<file path="src/rtl/mem_stall_ctrl_if.sv">
// Handshake between the MEM stage (master) and the memory-stall sequencer (slave).
// misaligned_trap exists only when MEM_STALL_MISALIGN_TRAP_EN is defined.
interface mem_stall_ctrl_if;
  logic       mem_req;
  logic       mem_is_load;
  logic [1:0] mem_size;
  logic [1:0] mem_addr_lo;
  logic       stall_pc;
  logic       ignore_curr_inst;
  logic       pipe_hold;
  logic       mem_done;
`ifdef MEM_STALL_MISALIGN_TRAP_EN
  logic       misaligned_trap;
`endif

  modport master (
    output mem_req, mem_is_load, mem_size, mem_addr_lo,
    input  stall_pc, ignore_curr_inst, pipe_hold, mem_done
`ifdef MEM_STALL_MISALIGN_TRAP_EN
    , input misaligned_trap
`endif
  );

  modport slave (
    input  mem_req, mem_is_load, mem_size, mem_addr_lo,
    output stall_pc, ignore_curr_inst, pipe_hold, mem_done
`ifdef MEM_STALL_MISALIGN_TRAP_EN
    , output misaligned_trap
`endif
  );
endinterface

</file>
<file path="src/rtl/mem_stall_ctrl.sv">
// Steals the shared single-port memory for a MEM-stage load/store, holds the pipe, then masks stale fetches.
// Define MEM_STALL_MISALIGN_TRAP_EN to trap misaligned half/word accesses instead of issuing them.
module mem_stall_ctrl #(
  parameter int MEM_LATENCY = 1
) (
  input logic             clk,
  input logic             rst,
  mem_stall_ctrl_if.slave bus
);
  localparam int            CW     = $clog2(MEM_LATENCY + 1);
  localparam logic [CW-1:0] LAT    = CW'(MEM_LATENCY);
  localparam logic [CW-1:0] LAT_M1 = CW'(MEM_LATENCY - 1);
  localparam logic [CW-1:0] ONE    = CW'(1);

  typedef enum logic [2:0] {
    S_IDLE,
    S_ISSUE,
    S_WAIT,
    S_RESP,
    S_REFILL
`ifdef MEM_STALL_MISALIGN_TRAP_EN
    , S_TRAP
`endif
  } state_e;

  state_e        state_q;
  logic [CW-1:0] cnt_q;
  logic          stall_pc_q;
  logic          ignore_q;
  logic          pipe_hold_q;
  logic          mem_done_q;

  // Access attributes only matter for the trap check; the sequence itself is the same for every access.
`ifdef MEM_STALL_MISALIGN_TRAP_EN
  logic trap_q;
  logic misaligned;
  logic unused_inputs;
  assign misaligned    = (bus.mem_size == 2'd1) ? bus.mem_addr_lo[0]
                                                : (bus.mem_size[1] & (|bus.mem_addr_lo));
  assign unused_inputs = bus.mem_is_load;
`else
  logic unused_inputs;
  assign unused_inputs = ^{bus.mem_is_load, bus.mem_size, bus.mem_addr_lo};
`endif

  // Outputs are registered: each transition loads the output values of the state being entered.
  always_ff @(posedge clk) begin
    if (rst) begin
      state_q     <= S_IDLE;
      cnt_q       <= '0;
      stall_pc_q  <= 1'b0;
      ignore_q    <= 1'b0;
      pipe_hold_q <= 1'b0;
      mem_done_q  <= 1'b0;
`ifdef MEM_STALL_MISALIGN_TRAP_EN
      trap_q      <= 1'b0;
`endif
    end else begin
      // NOTE: these defaults are non-blocking too; a later <= in the same pass overrides them cleanly.
      stall_pc_q  <= 1'b0;
      ignore_q    <= 1'b0;
      pipe_hold_q <= 1'b0;
      mem_done_q  <= 1'b0;
`ifdef MEM_STALL_MISALIGN_TRAP_EN
      trap_q      <= 1'b0;
`endif
      unique case (state_q)
        S_IDLE: begin
          if (bus.mem_req) begin
`ifdef MEM_STALL_MISALIGN_TRAP_EN
            if (misaligned) begin
              state_q <= S_TRAP;
              trap_q  <= 1'b1;
            end else begin
              state_q     <= S_ISSUE;
              stall_pc_q  <= 1'b1;
              pipe_hold_q <= 1'b1;
            end
`else
            state_q     <= S_ISSUE;
            stall_pc_q  <= 1'b1;
            pipe_hold_q <= 1'b1;
`endif
          end
        end

        S_ISSUE: begin
          cnt_q <= LAT_M1;
          if (MEM_LATENCY == 1) begin
            state_q    <= S_RESP;
            stall_pc_q <= 1'b1;
            ignore_q   <= 1'b1;
            mem_done_q <= 1'b1;
          end else begin
            state_q     <= S_WAIT;
            stall_pc_q  <= 1'b1;
            pipe_hold_q <= 1'b1;
          end
        end

        S_WAIT: begin
          cnt_q <= cnt_q - ONE;
          if (cnt_q == ONE) begin
            state_q    <= S_RESP;
            stall_pc_q <= 1'b1;
            ignore_q   <= 1'b1;
            mem_done_q <= 1'b1;
          end else begin
            stall_pc_q  <= 1'b1;
            pipe_hold_q <= 1'b1;
          end
        end

        S_RESP: begin
          cnt_q    <= LAT;
          state_q  <= S_REFILL;
          ignore_q <= 1'b1;
        end

        // Fetches issued during the stall return over the next L cycles and must be masked.
        S_REFILL: begin
          cnt_q <= cnt_q - ONE;
          if (cnt_q == ONE) begin
            state_q <= S_IDLE;
          end else begin
            ignore_q <= 1'b1;
          end
        end

`ifdef MEM_STALL_MISALIGN_TRAP_EN
        S_TRAP: state_q <= S_IDLE;
`endif

        default: begin
          state_q <= S_IDLE;
          cnt_q   <= '0;
        end
      endcase
    end
  end

  assign bus.stall_pc         = stall_pc_q;
  assign bus.ignore_curr_inst = ignore_q;
  assign bus.pipe_hold        = pipe_hold_q;
  assign bus.mem_done         = mem_done_q;
`ifdef MEM_STALL_MISALIGN_TRAP_EN
  assign bus.misaligned_trap  = trap_q;
`endif
endmodule

</file>
<file path="src/flat_wrapper.sv">
// flat-port wrapper written by rule: the top's interface ports become plain ports
module mem_stall_ctrl_flat 
#(
  parameter int MEM_LATENCY = 1
)
  (clk, rst, bus_mem_req, bus_mem_is_load, bus_mem_size, bus_mem_addr_lo, bus_stall_pc, bus_ignore_curr_inst, bus_pipe_hold, bus_mem_done);
  mem_stall_ctrl_if bus_i ();
  input logic clk;
  input logic rst;
  input wire logic [$bits(bus_i.mem_req)-1:0] bus_mem_req;
  input wire logic [$bits(bus_i.mem_is_load)-1:0] bus_mem_is_load;
  input wire logic [$bits(bus_i.mem_size)-1:0] bus_mem_size;
  input wire logic [$bits(bus_i.mem_addr_lo)-1:0] bus_mem_addr_lo;
  output wire logic [$bits(bus_i.stall_pc)-1:0] bus_stall_pc;
  output wire logic [$bits(bus_i.ignore_curr_inst)-1:0] bus_ignore_curr_inst;
  output wire logic [$bits(bus_i.pipe_hold)-1:0] bus_pipe_hold;
  output wire logic [$bits(bus_i.mem_done)-1:0] bus_mem_done;
  assign bus_i.mem_req = bus_mem_req;
  assign bus_i.mem_is_load = bus_mem_is_load;
  assign bus_i.mem_size = bus_mem_size;
  assign bus_i.mem_addr_lo = bus_mem_addr_lo;
  assign bus_stall_pc = bus_i.stall_pc;
  assign bus_ignore_curr_inst = bus_i.ignore_curr_inst;
  assign bus_pipe_hold = bus_i.pipe_hold;
  assign bus_mem_done = bus_i.mem_done;
  mem_stall_ctrl #(.MEM_LATENCY(MEM_LATENCY)) u_core (.clk(clk), .rst(rst), .bus(bus_i));
endmodule
</file>
<file path="config.mk">
export PLATFORM = sky130hd
export DESIGN_NAME = mem_stall_ctrl_flat
export DESIGN_NICKNAME = d
export VERILOG_FILES = /design/src/rtl/mem_stall_ctrl_if.sv /design/src/rtl/mem_stall_ctrl.sv /design/src/flat_wrapper.sv
export SDC_FILE = /design/constraint.sdc
export NUM_CORES = 1
export LEC_CHECK = 0
export ABC_AREA = 1
export CAP_MARGIN = 15
export CORE_AREA = 2 2 39 41
export CTS_CLUSTER_SIZE = 25
export DETAILED_ROUTE_END_ITERATION = 10
export DIE_AREA = 0 0 41 43
export PLACE_DENSITY = 0.51
export SLEW_MARGIN = 10
export SYNTH_ARGS = -nofsm -noshare
export SYNTH_HDL_FRONTEND = slang
export SYNTH_SLANG_ARGS = --single-unit
</file>
<file path="constraint.sdc">
create_clock -name clk -period 1.1 [get_ports clk]
set_clock_uncertainty 0.1 [all_clocks]
set_input_delay 0.11 -clock clk [delete_from_list [all_inputs] [get_ports clk]]
set_output_delay 0.11 -clock clk [all_outputs]
set_load 0.02 [all_outputs]
</file>
[Yosys cells after proc, flatten, opt, wreduce, memory -nomap -nowiden]
Index checks and enable logic that the tools add are counted.
Storage, ports and cells
  register bits: 8
  output and inout bits: 4
  word-level logic and storage cells: 31
Cells by class
  add/sub/neg operators: 1
  equal/unequal tests: 7
  multiplexer cells: 12
  reductions and logical operators: 5
Operators by type and width (count)
  $pmux 3 s5: 1
  $mux 3: 3
  $eq 3x2->1 const B: 2
  $pmux 1 s2: 3
  $pmux 1 s3: 2
  $reduce_or 2->1: 3
  $ne 2x1->1 const B: 2
  $eq 3x1->1 const B: 1
  $eq 3x3->1 const B: 1
  $logic_not 3->1: 1
  $mux 1: 3
  $reduce_and 3->1: 1
  $ne 2x2->1 const B: 1
  $sub 1x1->1 const B: 1

[Depth between registers and ports, before layout]
Gate-level depths: netlist of run 1.
  depth in word-level cells: 3
  gate-level depth with buffers: 6
  gate-level depth less buffers: 6

[Least setup slack after synthesis of run 1]
OpenSTA, ideal clock, no wires.
  path type: register to register
  from: reg u_core.state_q[0]
  to: reg u_core.cnt_q
  library setup time: 0.115 ns
  arrival: 0.732 ns
  data required time: 0.885 ns
  slack: 0.153 ns
  stages on the path, launching flop included: 5
  buffers on the path: 0
  cells stage by stage: dfxtp_1 -> nor2_2 -> nand2_1 -> o21bai_1 -> nor2_1
Between the ends
  cells in the longest elaborated chain, start to end: 3
  elaborated cells between the ends (all ways): 6
  classes of those cells: eq/ne (3); mux (1); reduce/logical (2)
RTL lines
  from (decl): RTL line mem_stall_ctrl.sv:26  | state_e state_q;
  from (signal assigned): RTL line mem_stall_ctrl.sv:49  | state_q <= S_IDLE;
  from (signal assigned): RTL line mem_stall_ctrl.sv:80  | state_q <= S_ISSUE;
  from (signal assigned): RTL line mem_stall_ctrl.sv:90  | state_q <= S_RESP;
  $eq 3x2->1 / $eq 3x3->1 (equally long branches): RTL line mem_stall_ctrl.sv:67  | unique case (state_q)
  $reduce_or 2->1 (no source line)
  $pmux 1 s3: RTL line mem_stall_ctrl.sv:67
  to (signal assigned): RTL line mem_stall_ctrl.sv:102  | cnt_q <= cnt_q - ONE;
  to (signal assigned): RTL line mem_stall_ctrl.sv:122  | cnt_q <= cnt_q - ONE;
  to (decl): RTL line mem_stall_ctrl.sv:27  | logic [CW-1:0] cnt_q;
Parallel ways exist; a longest one is shown, timed or not.
A chain may end at the register's enable or synchronous reset.

[Final worst setup path of run 1]
  from: reg u_core.pipe_hold_q (netlist: u_core.bus.pipe_hold)
  to: out bus_pipe_hold
RTL lines
  from (decl): RTL line mem_stall_ctrl.sv:30  | logic pipe_hold_q;
  from (signal assigned): RTL line mem_stall_ctrl.sv:53  | pipe_hold_q <= 1'b0;
  from (signal assigned): RTL line mem_stall_ctrl.sv:62  | pipe_hold_q <= 1'b0;
  from (signal assigned): RTL line mem_stall_ctrl.sv:82  | pipe_hold_q <= 1'b1;
  to (decl): RTL line flat_wrapper.sv:16  | output wire logic [$bits(bus_i.pipe_hold)-1:0] bus_pipe_hold;
No word-level cell between the ends.

==> metrics.md, run 1 <==
| Metric | Value |
|---|---|
| Status | finished, final reports clean |
| Clock latency on the worst-skew pair | 260 ps |
| DR vias/cell | 4.26 |
| Endpoint class of the critical path | output port |
| 1st-iter DRT viols | 1 |
| Post-synth top area cell | dfxtp_1 |
| Row count | 14 |
| Avg Inst Size Synth | 7.86 um^2 |
| Floorplan core area | 0.00138 mm^2 |
| Multi-input gate area | 136 um^2 |
| H-tree depth | 1 |
| Cells along the critical path | clkdlybuf4s15_1 |
| Final Max Slew Viols | 0 |
| WL met3 | 24 um |
| RSZ-0062 raised after global routing | no |
| Clock Tree Buf Depth | 2 |
| Least-Margin Pin Slew | 217 ps |
| Fmax | 944 MHz |
| CTS sink count | 8 |
| Synthesized cell area | 307 um^2 |
| Share of the synthesized area in the top cell type | 52.2% |
| Starting Density | 22.2% |
| Cts hold-fix bufs | 0 |
| Largest net degree at the start of global routing | 7 |
| N_diodes | 0 |
| CP max stage delay | 310 ps |
| CTS tree | yes |
| Die X | 41 um |
| GPL Wtd Cong | 0.709 |
| DRC violations left | 0 |
| DR vias | 277 |
| # fillers | 152 |
| Worst hold-check path type | input port to register |
| Syn_nets | 47 |
| Clock buffer count from CTS | 3 |
| Nets | 59 |
| Synth cell types | 13 |
| P&R area growth vs syn | 38.0% |
| CP Class | register to output port |
| M1 wire length | 277 um |
| Fin crit share | 96.3% |
| VDD IR-drop max | 515 uV |
| CP Max Fanout | 1 |
| Max-cap violations | 0 |
| CP delay by family, top | flip-flops |
| Total die area | 0.00176 mm^2 |
| Syn Inst Count | 39 |
| Layout cells sized above 1 | 24.5% |
| Register area | 163 um^2 |
| CP bufs+invs | 1 |
| CP startpoint kind | register |
| Antenna viol nets, final | 0 |
| IO Pins | 12 |
| IO buf count | 6 |
| R2R setup slack | 90 ps |
| Initial antenna violation count | 0 |
| Top post-synthesis cells by area | dfxtp_1 52%, nor2_1 8.6%, a21oi_1 8.2%, nand2_1 7.3%, nand3b_1 4.9% |
| Yosys warns | 0 |
| Die H | 43 um |
| First-pass GRT wire length | 924 um |
| CTS root buffer | clkbuf_4 |
| Final setup vio count | 0 |
| Gr ovfl total | 0 |
| WL met2 | 273 um |
| Top routing layer in use | met4 |
| Final Hold Vio Count | 0 |
| Lkg Pwr | 0.000192 uW |
| Required @ worst endpoint | 890 ps |
| Initial DRT Pass Iterations | 2 |
| DR WL/cell | 9.31 um |
| Post-DP HPWL | 448 um |
| Worst-path clk slew | 50 ps |
| Min Tclk post-route | 1060 ps |
| Power Dens Cells | 2430 mW/mm^2 |
| Total negative setup slack | 0 ps |
| Seq/Total Area, Yosys | 52.2% |
| Slowest stage cell, crit path | dfxtp_1 |
| Rel. slew slack | 85.6% |
| Global Route Usage Sum | 8.73% |
| Worst Path Arrival | 850 ps |
| Synth Register Bits | 8 |
| Final Core Density | 30.6% |
| WL final | 605 um |
| Vias in the first global route | 225 |
synthesized netlist by cell type:
master,number
nand2_1,6
dfxtp_1,8
buf_1,1
nor2_1,7
o21bai_1,1
nand3_1,2
inv_2,2
inv_1,1
nand4_1,1
a21oi_1,5
nor2_2,2
nand3b_1,2
and3_1,1
power by group:
part | internal [uW] | switching [uW]
Clock | 125 | 105
Combinational | 152 | 210
Sequential | 374 | 62.5
path summary, 6_finish.rpt:
check	start	end	depth (start not counted)
setup / recovery	u_core.bus.pipe_hold	bus_pipe_hold	1
hold / removal	bus_mem_req	u_core.bus.pipe_hold	3
setup reg to reg	u_core.state_q[0]	u_core.cnt_q	4
hold reg to reg	u_core.state_q[1]	u_core.state_q[2]	2
per-stage QoR:
stage,std cells,setup slack [ps],area [um^2],power (uW),hold WS (ps)
2_1_floorplan,39,153,307,678,194
3_3_place_gp,62,7.88,398,805,427
3_5_place_dp,62,9.35,398,806,434
4_1_cts,65,4.60,415,1010,381
5_1_grt,65,2.46,423,1110,385
6_report,65,40.6,423,1030,383
flip-flops by register name, indices dropped and copies added (netlist names):
| name | flops |
|---|---|
| u_core.bus.ignore_curr_inst | 1 |
| u_core.bus.mem_done | 1 |
| u_core.bus.pipe_hold | 1 |
| u_core.bus.stall_pc | 1 |
| u_core.cnt_q | 1 |
| u_core.state_q | 3 |
cells in the final DEF, fill, tap and decap left out, types with 2 or more instances in the layout:
cell             n
nor2_1           7
nand2_1          6
clkdlybuf4s50_1  2
a21oi_1          5
dfxtp_1          6
inv_2            2
nand3_1          2
clkbuf_4         3
clkdlybuf4s15_1  3
buf_4            2
dfxtp_2          2
nand3b_1         2
cell families after synthesis:
group                  count (synthesis)  share of synthesized area, %
buffers and inverters                  4                          4.90
AND/OR/NAND/NOR                       21                          32.2
flip-flops                             8                          52.2
AO/OA/AOI/OAI                          6                          10.6
layer usage:
layer / track usage [%] / vias up
li1: - / 150
met1: 9.65 / 115
met2: 10.3 / 7
met3: 3.14 / 5
met4: 12.0 / 0
met5: 0 / -
repair_timing:
item                       in CTS  in global routing
pin swaps                       0                  0
gates resized for setup         4                  8
setup endpoints to repair       4                  6
setup buffers                   0                  0
worst reg2reg max path, delay by kind of cell, from the launching register on:
kind	cells	cell delay [ps]
flip-flops	1	350
AND/OR/NAND/NOR	3	330
AO/OA/AOI/OAI	1	130
final cells by class:
cell class              instances  share of cell area, %
well taps                      16                   4.73
clock buffers                   3                   5.33
inverters                       3                   2.66
multi-input cells              27                   32.2
flip-flops and latches          8                   38.5
repair buffers                  8                   16.6
No activity file was read; power rests on OpenSTA's default activity.
==> run 2, diff against run 1 <==
- CELL_PAD_IN_SITES_DETAIL_PLACEMENT: default -> 0
- CELL_PAD_IN_SITES_GLOBAL_PLACEMENT: default -> 1
- PLACE_DENSITY: 0.51 -> 0.66
- SLEW_MARGIN: 10 -> 20
==> run 2 against run 1 <==
Against the previous run:
- via count decreased by 1.1%
- final area decreased by 1.8%
- sequential share of layout area increased by 0.70 points
- routed wire length decreased by 4.1%
- die area unchanged
- register-to-register slack about the same
- critical path type unchanged
- highest routed layer unchanged
==> metrics.md, run 2 (synthesized netlist as in run 1, its figures left out) <==
| Metric | Value |
|---|---|
| Status | finished, final reports clean |
| Final Hold Vio Count | 0 (unchanged) |
| DP Worst Slack | 12.5 ps (+3.16 ps) |
| CP max stage delay | 300 ps (about the same) |
| Endpoint class of the critical path | output port |
| N_diodes | 0 (unchanged) |
| Vias in the first global route | 240 (+6.7%) |
| CP Max Fanout | 1 (unchanged) |
| H-tree depth | 1 (unchanged) |
| Largest register FFs | 3 (unchanged) |
| 1st-iter DRT viols | 7 (+6) |
| Clock latency on the worst-skew pair | 250 ps (about the same) |
| DR vias | 274 (-1.1%) |
| Total negative setup slack | 0 ps (unchanged) |
| Most frequent cells in the layout | 7 x nor2_1, 6 x dfxtp_1, 5 x a21oi_1, 5 x nand2_1 |
| Power Dens Cells | 2440 mW/mm^2 (+0.15%) |
| RSZ-0062 raised after global routing | no |
| Largest register by flop count | u_core.state_q |
| First-pass GRT wire length | 945 um (+2.3%) |
| CP Class | register to output port |
| Floorplan core area | 0.00138 mm^2 (unchanged) |
| CTS root buffer | clkbuf_4 |
| Lkg Pwr | 0.000193 uW (+0.30%) |
| Fin crit share | 94.8% (-1.5 points) |
| Hold slack | 395 ps (+11.8 ps) |
| IO Pins | 12 (unchanged) |
| Fmax | 959 MHz (+1.6%) |
| Post-DP HPWL | 449 um (+0.11%) |
| Layout cells sized above 1 | 30.6% (+6.1 points) |
| Final setup vio count | 0 (unchanged) |
| DR vias/cell | 4.22 (-1.1%) |
| Initial antenna violation count | 0 (unchanged) |
| Row count | 14 (unchanged) |
| Layout Cells excl Fill | 65 (unchanged) |
| Largest net degree at the start of global routing | 7 (unchanged) |
| Least-Margin Pin Slew | 225 ps (+7.80 ps) |
| IO buf count | 6 (unchanged) |
| Total die area | 0.00176 mm^2 (unchanged) |
| VDD IR-drop max | 574 uV (+11%) |
| DR WL/cell | 8.92 um (-4.1%) |
| Slowest stage cell, crit path | dfxtp_1 |
| Multi-input gate area | 139 um^2 (+1.8%) |
| Clock buffer count from CTS | 3 (unchanged) |
| Cts hold-fix bufs | 0 (unchanged) |
| Worst hold-check path type | input port to register |
| Post-CTS setup buffers | 0 (unchanged) |
| Register area | 163 um^2 (unchanged) |
| Gr ovfl total | 0 (unchanged) |
| Power, Total | 1010 uW (-1.6%) |
| CTS sink count | 8 (unchanged) |
| CP startpoint kind | register |
| Die X | 41 um (unchanged) |
| CP delay by family, top | flip-flops |
| CTS tree | yes |
| Global Route Usage Sum | 8.84% (+0.10 points) |
| Final Max Slew Viols | 0 (unchanged) |
| Max-cap violations | 0 (unchanged) |
| Required @ worst endpoint | 890 ps (about the same) |
| Cells along the critical path | clkdlybuf4s15_1 |
| WL final | 580 um (-4.1%) |
| Starting Density | 22.2% (unchanged) |
| Rel. slew slack | 85.0% (-0.52 points) |
| Inst Count DP | 62 (unchanged) |
| Initial DRT Pass Iterations | 4 (+2) |
| CP bufs+invs | 1 (unchanged) |
| Most common cell after layout, fill and taps aside | nor2_1 |
| DRC violations left | 0 (unchanged) |
| Nets | 59 (unchanged) |
| Antenna viol nets, final | 0 (unchanged) |
| Clock Tree Buf Depth | 2 (unchanged) |
| # fillers | 156 (+2.6%) |
| Final worst slack | 56.8 ps (+16.2 ps) |
| Min Tclk post-route | 1040 ps (-16.2 ps) |
| Worst Path Arrival | 830 ps (-20 ps) |
| Die H | 43 um (unchanged) |
| GPL Wtd Cong | 0.630 (-11%) |
| Worst-path clk slew | 50 ps (about the same) |
| P&R area growth vs syn | 35.5% |
==> run 2: changes by cell type in the layout (fill, tap and decap cells not counted), sizes merged <==
cell	previous run	this run
clkbuf	4	6
clkdlybuf4s15	3	1
==> run 2: cell type report <==
| type | instances | area share [%] |
|---|---|---|
| Sequential cell | 8 | 39.2 |
| Multi-Input combinational cell | 27 | 33.4 |
| Timing Repair Buffer | 8 | 14.5 |
| Clock buffer | 3 | 5.42 |
| Tap cell | 16 | 4.82 |
| Inverter | 3 | 2.71 |
==> run 2: stage by stage <==
step / util (%) / area (um^2)
after floorplan: - / 307
after detailed placement: 28.8 / 398
final: 30.0 / 415
after global routing: 30.0 / 415
after CTS: 30.0 / 415
after global placement: 28.8 / 398
==> run 2: per-layer routing <==
| layer | GRT usage [%] | share of wire [%] |
|---|---|---|
| met1 | 10.6 | 47 |
| met2 | 9.69 | 46 |
| met3 | 3.14 | 4.1 |
| met4 | 12.0 | 2.4 |
| met5 | 0 | 0 |
==> run 2: final timing paths <==
path	startpoint	end	slack (ps)	cells after the start
setup reg to reg	u_core.state_q[0]	u_core.cnt_q	100	4
setup / recovery	u_core.bus.stall_pc	bus_stall_pc	60	1
hold reg to reg	u_core.state_q[1]	u_core.state_q[2]	450	2
hold / removal	bus_mem_req	u_core.bus.pipe_hold	400	3
==> run 2: repair_timing <==
item / CTS / global route
pin swaps: 0 / 0
cloned: 0 / 0
endpoints found under the setup margin: 4 / 6
resized for setup: 4 / 11
==> run 2: power by group <==
group          leakage [uW]  switching, uW  internal (uW)  total, uW
logic              0.000113            213            145        358
registers         0.0000665           59.4            375        434
clock network     0.0000138           96.1            125        221
total              0.000193            369            644       1010
